`src/rtl/mem_dump_reader.sv`:
```
// Read-back engine for the MIPS32 DataMem: once the CPU has halted, walks a word range
// through the synchronous read port and streams {addr, data} over valid/ready.
module mem_dump_reader #(
  parameter int ADDR_W = 10,
  parameter int DATA_W = 32,
  parameter int CNT_W  = 11
) (
  input  logic              clk,
  input  logic              reset,
  input  logic              start,
  input  logic [ADDR_W-1:0] base_addr,
  input  logic [CNT_W-1:0]  count,
  input  logic              halted,
  output logic              mem_rd_en,
  output logic [ADDR_W-1:0] mem_addr,
  input  logic [DATA_W-1:0] mem_rdata,
  output logic              dout_valid,
  input  logic              dout_ready,
  output logic [DATA_W-1:0] dout_data,
  output logic [ADDR_W-1:0] dout_addr,
  output logic              dout_last,
  output logic              busy,
  output logic              done
);

  typedef enum logic [2:0] {
    IDLE,
    ZERO,
    WAIT_HALT,
    CAPTURE,
    SEND
  } state_t;

  state_t            state_q, state_d;
  logic [ADDR_W-1:0] addr_q, addr_d;
  logic [ADDR_W-1:0] rd_addr;
  logic [CNT_W-1:0]  rem_q, rem_d;
  logic [DATA_W-1:0] data_q, data_d;
  logic [ADDR_W-1:0] oaddr_q, oaddr_d;
  logic              valid_q, valid_d;
  logic              last_q, last_d;
  logic              busy_q, busy_d;
  logic              done_q, done_d;
  logic              rd_en;

  always_comb begin
    state_d = state_q;
    addr_d  = addr_q;
    rem_d   = rem_q;
    data_d  = data_q;
    oaddr_d = oaddr_q;
    valid_d = valid_q;
    last_d  = last_q;
    busy_d  = busy_q;
    done_d  = 1'b0;
    rd_en   = 1'b0;
    rd_addr = addr_q;
    case (state_q)
      IDLE: begin
        if (start && !busy_q) begin
          addr_d = base_addr;
          rem_d  = count;
          busy_d = 1'b1;
          // Empty dump: a one-cycle busy/done pair via ZERO, no reads.
          if (count == '0) begin
            done_d  = 1'b1;
            state_d = ZERO;
          end else begin
            state_d = WAIT_HALT;
          end
        end
      end
      ZERO: begin
        busy_d  = 1'b0;
        state_d = IDLE;
      end
      WAIT_HALT: begin
        if (halted) begin
          rd_en   = 1'b1;
          state_d = CAPTURE;
        end
      end
      CAPTURE: begin
        data_d  = mem_rdata;
        oaddr_d = addr_q;
        valid_d = 1'b1;
        last_d  = (rem_q == CNT_W'(1));
        state_d = SEND;
      end
      SEND: begin
        if (dout_ready) begin
          valid_d = 1'b0;
          last_d  = 1'b0;
          rem_d   = rem_q - CNT_W'(1);
          addr_d  = addr_q + ADDR_W'(1);
          if (rem_q == CNT_W'(1)) begin
            done_d  = 1'b1;
            busy_d  = 1'b0;
            state_d = IDLE;
          end else begin
            // Next read overlaps the handshake so a word leaves every 2 cycles.
            rd_en   = 1'b1;
            rd_addr = addr_q + ADDR_W'(1);
            state_d = CAPTURE;
          end
        end
      end
      default: state_d = IDLE;
    endcase
  end

  always_ff @(posedge clk) begin
    if (reset) begin
      state_q <= IDLE;
      addr_q  <= '0;
      rem_q   <= '0;
      data_q  <= '0;
      oaddr_q <= '0;
      valid_q <= 1'b0;
      last_q  <= 1'b0;
      busy_q  <= 1'b0;
      done_q  <= 1'b0;
    end else begin
      state_q <= state_d;
      addr_q  <= addr_d;
      rem_q   <= rem_d;
      data_q  <= data_d;
      oaddr_q <= oaddr_d;
      valid_q <= valid_d;
      last_q  <= last_d;
      busy_q  <= busy_d;
      done_q  <= done_d;
    end
  end

  // Strobes are masked by reset so nothing reaches memory or the consumer during reset.
  assign mem_rd_en  = rd_en & ~reset;
  assign mem_addr   = rd_addr;
  assign dout_valid = valid_q;
  assign dout_data  = data_q;
  assign dout_addr  = oaddr_q;
  assign dout_last  = last_q & ~reset;
  assign busy       = busy_q;
  assign done       = done_q & ~reset;

endmodule

```
`config.mk`:
```
export PLATFORM = sky130hd
export DESIGN_NAME = mem_dump_reader
export DESIGN_NICKNAME = d
export VERILOG_FILES = /design/src/rtl/mem_dump_reader.sv
export SDC_FILE = /design/constraint.sdc
export NUM_CORES = 1
export LEC_CHECK = 0
export ABC_AREA = 1
export ABC_CLOCK_PERIOD_IN_PS = 3000
export CAP_MARGIN = 20
export CORE_ASPECT_RATIO = 1.25
export CORE_UTILIZATION = 55
export CTS_BUF_LIST = sky130_fd_sc_hd__clkbuf_4 sky130_fd_sc_hd__clkbuf_8
export DETAILED_ROUTE_END_ITERATION = 10
export DONT_BUFFER_PORTS = 1
export HOLD_SLACK_MARGIN = 0.02
export MAX_ROUTING_LAYER = met4
export PLACE_DENSITY = 0.74
export SETUP_SLACK_MARGIN = 0.4
export SYNTH_ARGS = -nofsm -noshare
export SYNTH_HDL_FRONTEND = slang
export SYNTH_SLANG_ARGS = --single-unit
```
`constraint.sdc`:
```
create_clock -name clk -period 3 [get_ports clk]
set_input_delay 0.6 -clock clk [delete_from_list [all_inputs] [get_ports clk]]
set_output_delay 0.6 -clock clk [all_outputs]
set_load 0.05 [all_outputs]
```
After elaboration in Yosys (flattened, before gate mapping)
Index checks and enable logic that the tools add are counted.
{"block": "totals", "regBits": 70, "input_bits": 58, "output_inout_bits": 57}
{"block": "op_classes", "add_sub_neg": 2, "n_eq_ne": 9, "muxes": 31, "bitwise_logic": 4, "n_reduce_logical": 11}
{"cell": "2-to-1 mux 10 bit", "n": 5}
{"cell": "2-to-1 mux 11 bit", "n": 2}
{"cell": "one-hot mux 11 bit (2 select lines)", "n": 1}
{"cell": "one-hot mux 10 bit (2 select lines)", "n": 1}
{"cell": "one-hot mux 3 bit (4 select lines)", "n": 1}
{"cell": "== test 11 x 1 -> 1 bit, second input constant", "n": 1}
{"cell": "zero test 11 bit", "n": 1}
{"cell": "2-to-1 mux 1 bit", "n": 11}
{"cell": "subtractor 11 x 1 -> 11 bit, second input constant", "n": 1}
{"cell": "adder 10 x 1 -> 10 bit, second input constant", "n": 1}
{"cell": "2-to-1 mux 3 bit", "n": 3}
{"cell": "inequality test 2 bit, second input constant", "n": 4}
{"cell": "one-hot mux 1 bit (2 select lines)", "n": 4}
{"cell": "== test 3 x 2 -> 1 bit, second input constant", "n": 2}
{"cell": "AND reduction 3 bit", "n": 2}
{"cell": "2-to-1 mux 2 bit", "n": 2}
{"cell": "AND reduction 4 bit", "n": 1}
{"cell": "nonzero test 2 bit", "n": 2}
{"cell": "AND 1 bit", "n": 3}
{"cell": "== test 3 x 1 -> 1 bit, second input constant", "n": 1}
{"cell": "== test 3 bit, second input constant", "n": 1}
{"cell": "zero test 3 bit", "n": 1}
{"cell": "one-hot mux 1 bit (3 select lines)", "n": 1}
{"cell": "nonzero test 3 bit", "n": 1}
{"cell": "4 further kinds", "n": 4}

Logic depth before layout (Yosys ltp)
{"block": "logic_depth", "depth_word": 5, "mapped_depth": 9, "depth_no_buf": 9}

Least setup slack after synthesis
OpenSTA, ideal clock, no wires.
{"block": "synth_path", "kind": "register -> output", "startpoint": "register addr_q[0]", "endpoint": "output mem_addr[8]", "t_arrival_ps": 2246, "setup_slack_ps": 154, "path_stages_with_launch": 10, "n_path_buf": 0, "path_cell_list": "dfxtp_1 -> ha_1 -> nand2_1 -> inv_1 -> nand2_1 -> nor3_1 -> nand2_1 -> nand2_1 -> nand3_1 -> o21ai_0"}
{"block": "synth_via", "elab_chain_cells": 4}
{"item": "from (decl)", "line_no": "35", "rtl": "logic [ADDR_W-1:0] addr_q, addr_d;"}
{"item": "from (signal assigned)", "line_no": "125", "rtl": "addr_q <= addr_d;"}
{"item": "adder 10 x 1 -> 10 bit", "line_no": "103", "rtl": "rd_addr = addr_q + ADDR_W'(1);"}
{"item": "2-to-1 mux 10 bit", "line_no": "96", "rtl": "if (rem_q == CNT_W'(1)) begin"}
{"item": "2-to-1 mux 10 bit", "line_no": "91", "rtl": "if (dout_ready) begin"}
{"item": "2-to-1 mux 10 bit", "line_no": "58", "rtl": "case (state_q)"}
{"item": "to (decl)", "line_no": "15", "rtl": "output logic [ADDR_W-1:0] mem_addr,"}
Every way passes these cells.

Worst setup path after layout
{"block": "layout_path", "startpoint": "register addr_q[2]", "endpoint": "output mem_addr[9]"}
Same word-level chain as after synthesis.

==> out/summary.txt <==
Fraction of layout cells with a size suffix above 1 - 13.4%
Commonest cells in the netlist - nor2_1 (98), o21ai_0 (73), dfxtp_1 (70)
First-pass GRT wire length - 12200 um
Starting Density - 57.2%
Gr ovfl total - 0
Most common cell in the synthesized netlist - nor2_1
H-tree Lvls - 3
Path type of the worst min-delay path - input port to register
Setup violations, final - 0
Synth top area share - 42.4%
Sequential-to-total area share from yosys stat - 42.4%
Hold_buf cts - 0
Fin area - 3690 sq um
Main synth FF type - dfxtp_1
Largest stage delay, worst path - 430 ps
Final TNS setup - 0 ps
Io pins - 115
Peak supply drop - 0.000364 V
Antenna Cells - 0
Worst path slowest cell - dfxtp_1
Failing checks - design-rule violations
Crit start category - register
Routed len/inst - 14.2 um
Vias/cell - 5.57
Ys Warns - 0
Max cap viols - 0
Starting DRC count in detailed routing - 113
Post-synth EDFFs - 0
Worst path most repeated cell - nand3_1
Skew final - 7.06 ps
HPWL Detailed - 5510 um
FP Rows - 31
Total wire length - 7840 um
Clock-pin slew on the worst setup and hold paths - 70 ps
Crit path DAT - 1910 ps
Cell family with most CP delay - simple AND/OR/NAND/NOR gates
F_max - 399 MHz
RSZ-0062 raised after global routing - yes
Initial antenna violation count - 0
Mean Syn Cell Area - 7.00 sq um
Synth-to-layout area growth - 11.5%
Register bit total from synthesis - 70
Core area - 5780 sq um
Max FO, Critical Path - 6
Total number of vias - 3067
Post-Syn Nets - 533
Clock Path Buffers - 2
Final hold vios - 0
Slew HR - 50.0%
Outcome - complete, but fails checks
CTS tree - yes
Netlist Area Pre-Place - 3310 sq um
I/O Buffers - 0
Vias in the first global route - 2724
Clock Latency Late Sink - 330 ps
Cell area after placement - 3370 sq um
Die Height - 88.7 um
Gate Count Post-Synth - 472
DRC viols - 12
Final net count - 541
CP cell instances - nand3_1, nor2_2, nand2_1, o21ai_0, nand3_1, o22ai_1, buf_4
Post-synth top area cell - dfxtp_1
All-Layer GR Usage - 25.6%
PD cells - 780 nW/um^2
Ranking of synthesized cells by area - dfxtp_1 (42%), nor2_1 (11%), o21ai_0 (11%)
Num CTS Buffers - 9
Die area - 6330 sq um
Fraction of registers with async set/reset - 0%
Clock root buffer - clkbuf_8
Antenna-violating nets left - 0
Min cycle time layout - 2510 ps
Setup crit end kind - output pin
Largest net degree at the start of global routing - 50
Leak - 0.00150 uW
Buf/Inv on CP - 1
Req. time, crit path - 2400 ps
Setup Crit Path Kind - register to output pin
GP Congestion - 0.906
Count of different cell masters after synthesis - 31
Max Transition Viols Final - 0
First-pass DRT Iterations - 9
Number of clock sinks - 70
Die Wd - 71.3 um
Tcrit/Tclk final - 83.5%
Pin slew with the least headroom to its limit - 749 ps
-- worst paths after layout --
kind,start,to,slack (ps),cells past startpoint
worst max-delay path,addr_q[2],mem_addr[9],490,7
worst min-delay path,reset,rem_q[9],330,1
worst max register to register,busy,addr_q[5],1360,6
worst min register to register,rem_q[10],rem_q[10],470,2
-- per-layer routing --
metal / up-vias / global-route usage (%) / routed length [um]
li1: 1551 / - / -
met1: 1385 / 27.8 / 3150
met2: 113 / 42.8 / 3890
met3: 18 / 7.52 / 636
met4: 0 / 12.7 / 167
met5: - / - / 0
-- repair_timing --
| item | 4_1_cts | 5_1_grt |
|---|---|---|
| pin swaps | 0 | 4 |
| buffers inserted | 0 | 6 |
| gates resized for setup | 3 | 17 |
| setup endpoints to repair | 2 | 8 |
-- registers in the layout (all words and copies together), names as in the netlist --
| signal | cells |
|---|---|
| addr_q | 10 |
| busy | 1 |
| done_q | 1 |
| dout_addr | 10 |
| dout_data | 32 |
| dout_valid | 1 |
| last_q | 1 |
| rem_q | 11 |
| state_q | 3 |
-- cells in the final DEF (no fill, tap or decap), drive strengths merged, types with 3 or more instances in the layout --
cell    instances
nor2          102
o21ai          78
dfxtp          70
nand2          67
a21oi          44
inv            40
nand3          23
buf            21
clkbuf         10
xor2            5
o22ai           4
a31oi           3
ha              3
clkinv          3
nor3            3
-- worst register-to-register path: stages (launching register included) --
cell     delay, ps
dfxtp_1        660
inv_1          170
nand3_4        150
nand2_8        130
or2_2          300
nand3_1         90
inv_1           40
-- report_power, final --
part	internal [uW]	leakage (uW)	total [uW]	switching, uW
logic	254	0.000822	805	551
registers	1040	0.000571	1250	209
clock network	476	0.000110	822	346
-- stage by stage --
| stage | std cells | total power (uW) | hold slack (ps) | setup WS (ps) | utilization (%) |
|---|---|---|---|---|---|
| floorplan | 472 | 1880 | 433 | 409 | - |
| global placement | 529 | 2020 | 446 | 778 | 58.3 |
| detailed placement | 529 | 2030 | 456 | 750 | 58.3 |
| CTS | 545 | 2870 | 307 | 387 | 62.3 |
| global route | 551 | 3060 | 297 | 369 | 63.8 |
| finish | 551 | 2880 | 328 | 494 | 63.8 |
-- logic make-up (layout without fill, tap and decap cells) --
logic type                 after synthesis  in the layout  share of synthesized area, %
xor gates and xnor gates                 6              6                          1.59
AOI/OAI and AO/OA                      129            129                          19.9
and+or+nand+nor                        200            200                          26.3
buffers and inverters                   64             77                          8.63
DFF                                     70             70                          42.4
adders and majority gates                3              3                          1.14
-- final cells by class --
class	count	area, sq um
clock buffers	10	131
clock inverters	6	86.3
fillers	544	2090
inverters	40	155
multi-input cells	338	1660
flip-flops and latches	70	1410
well taps	66	82.6
repair buffers	21	165
No activity file was read; power rests on OpenSTA's default activity.
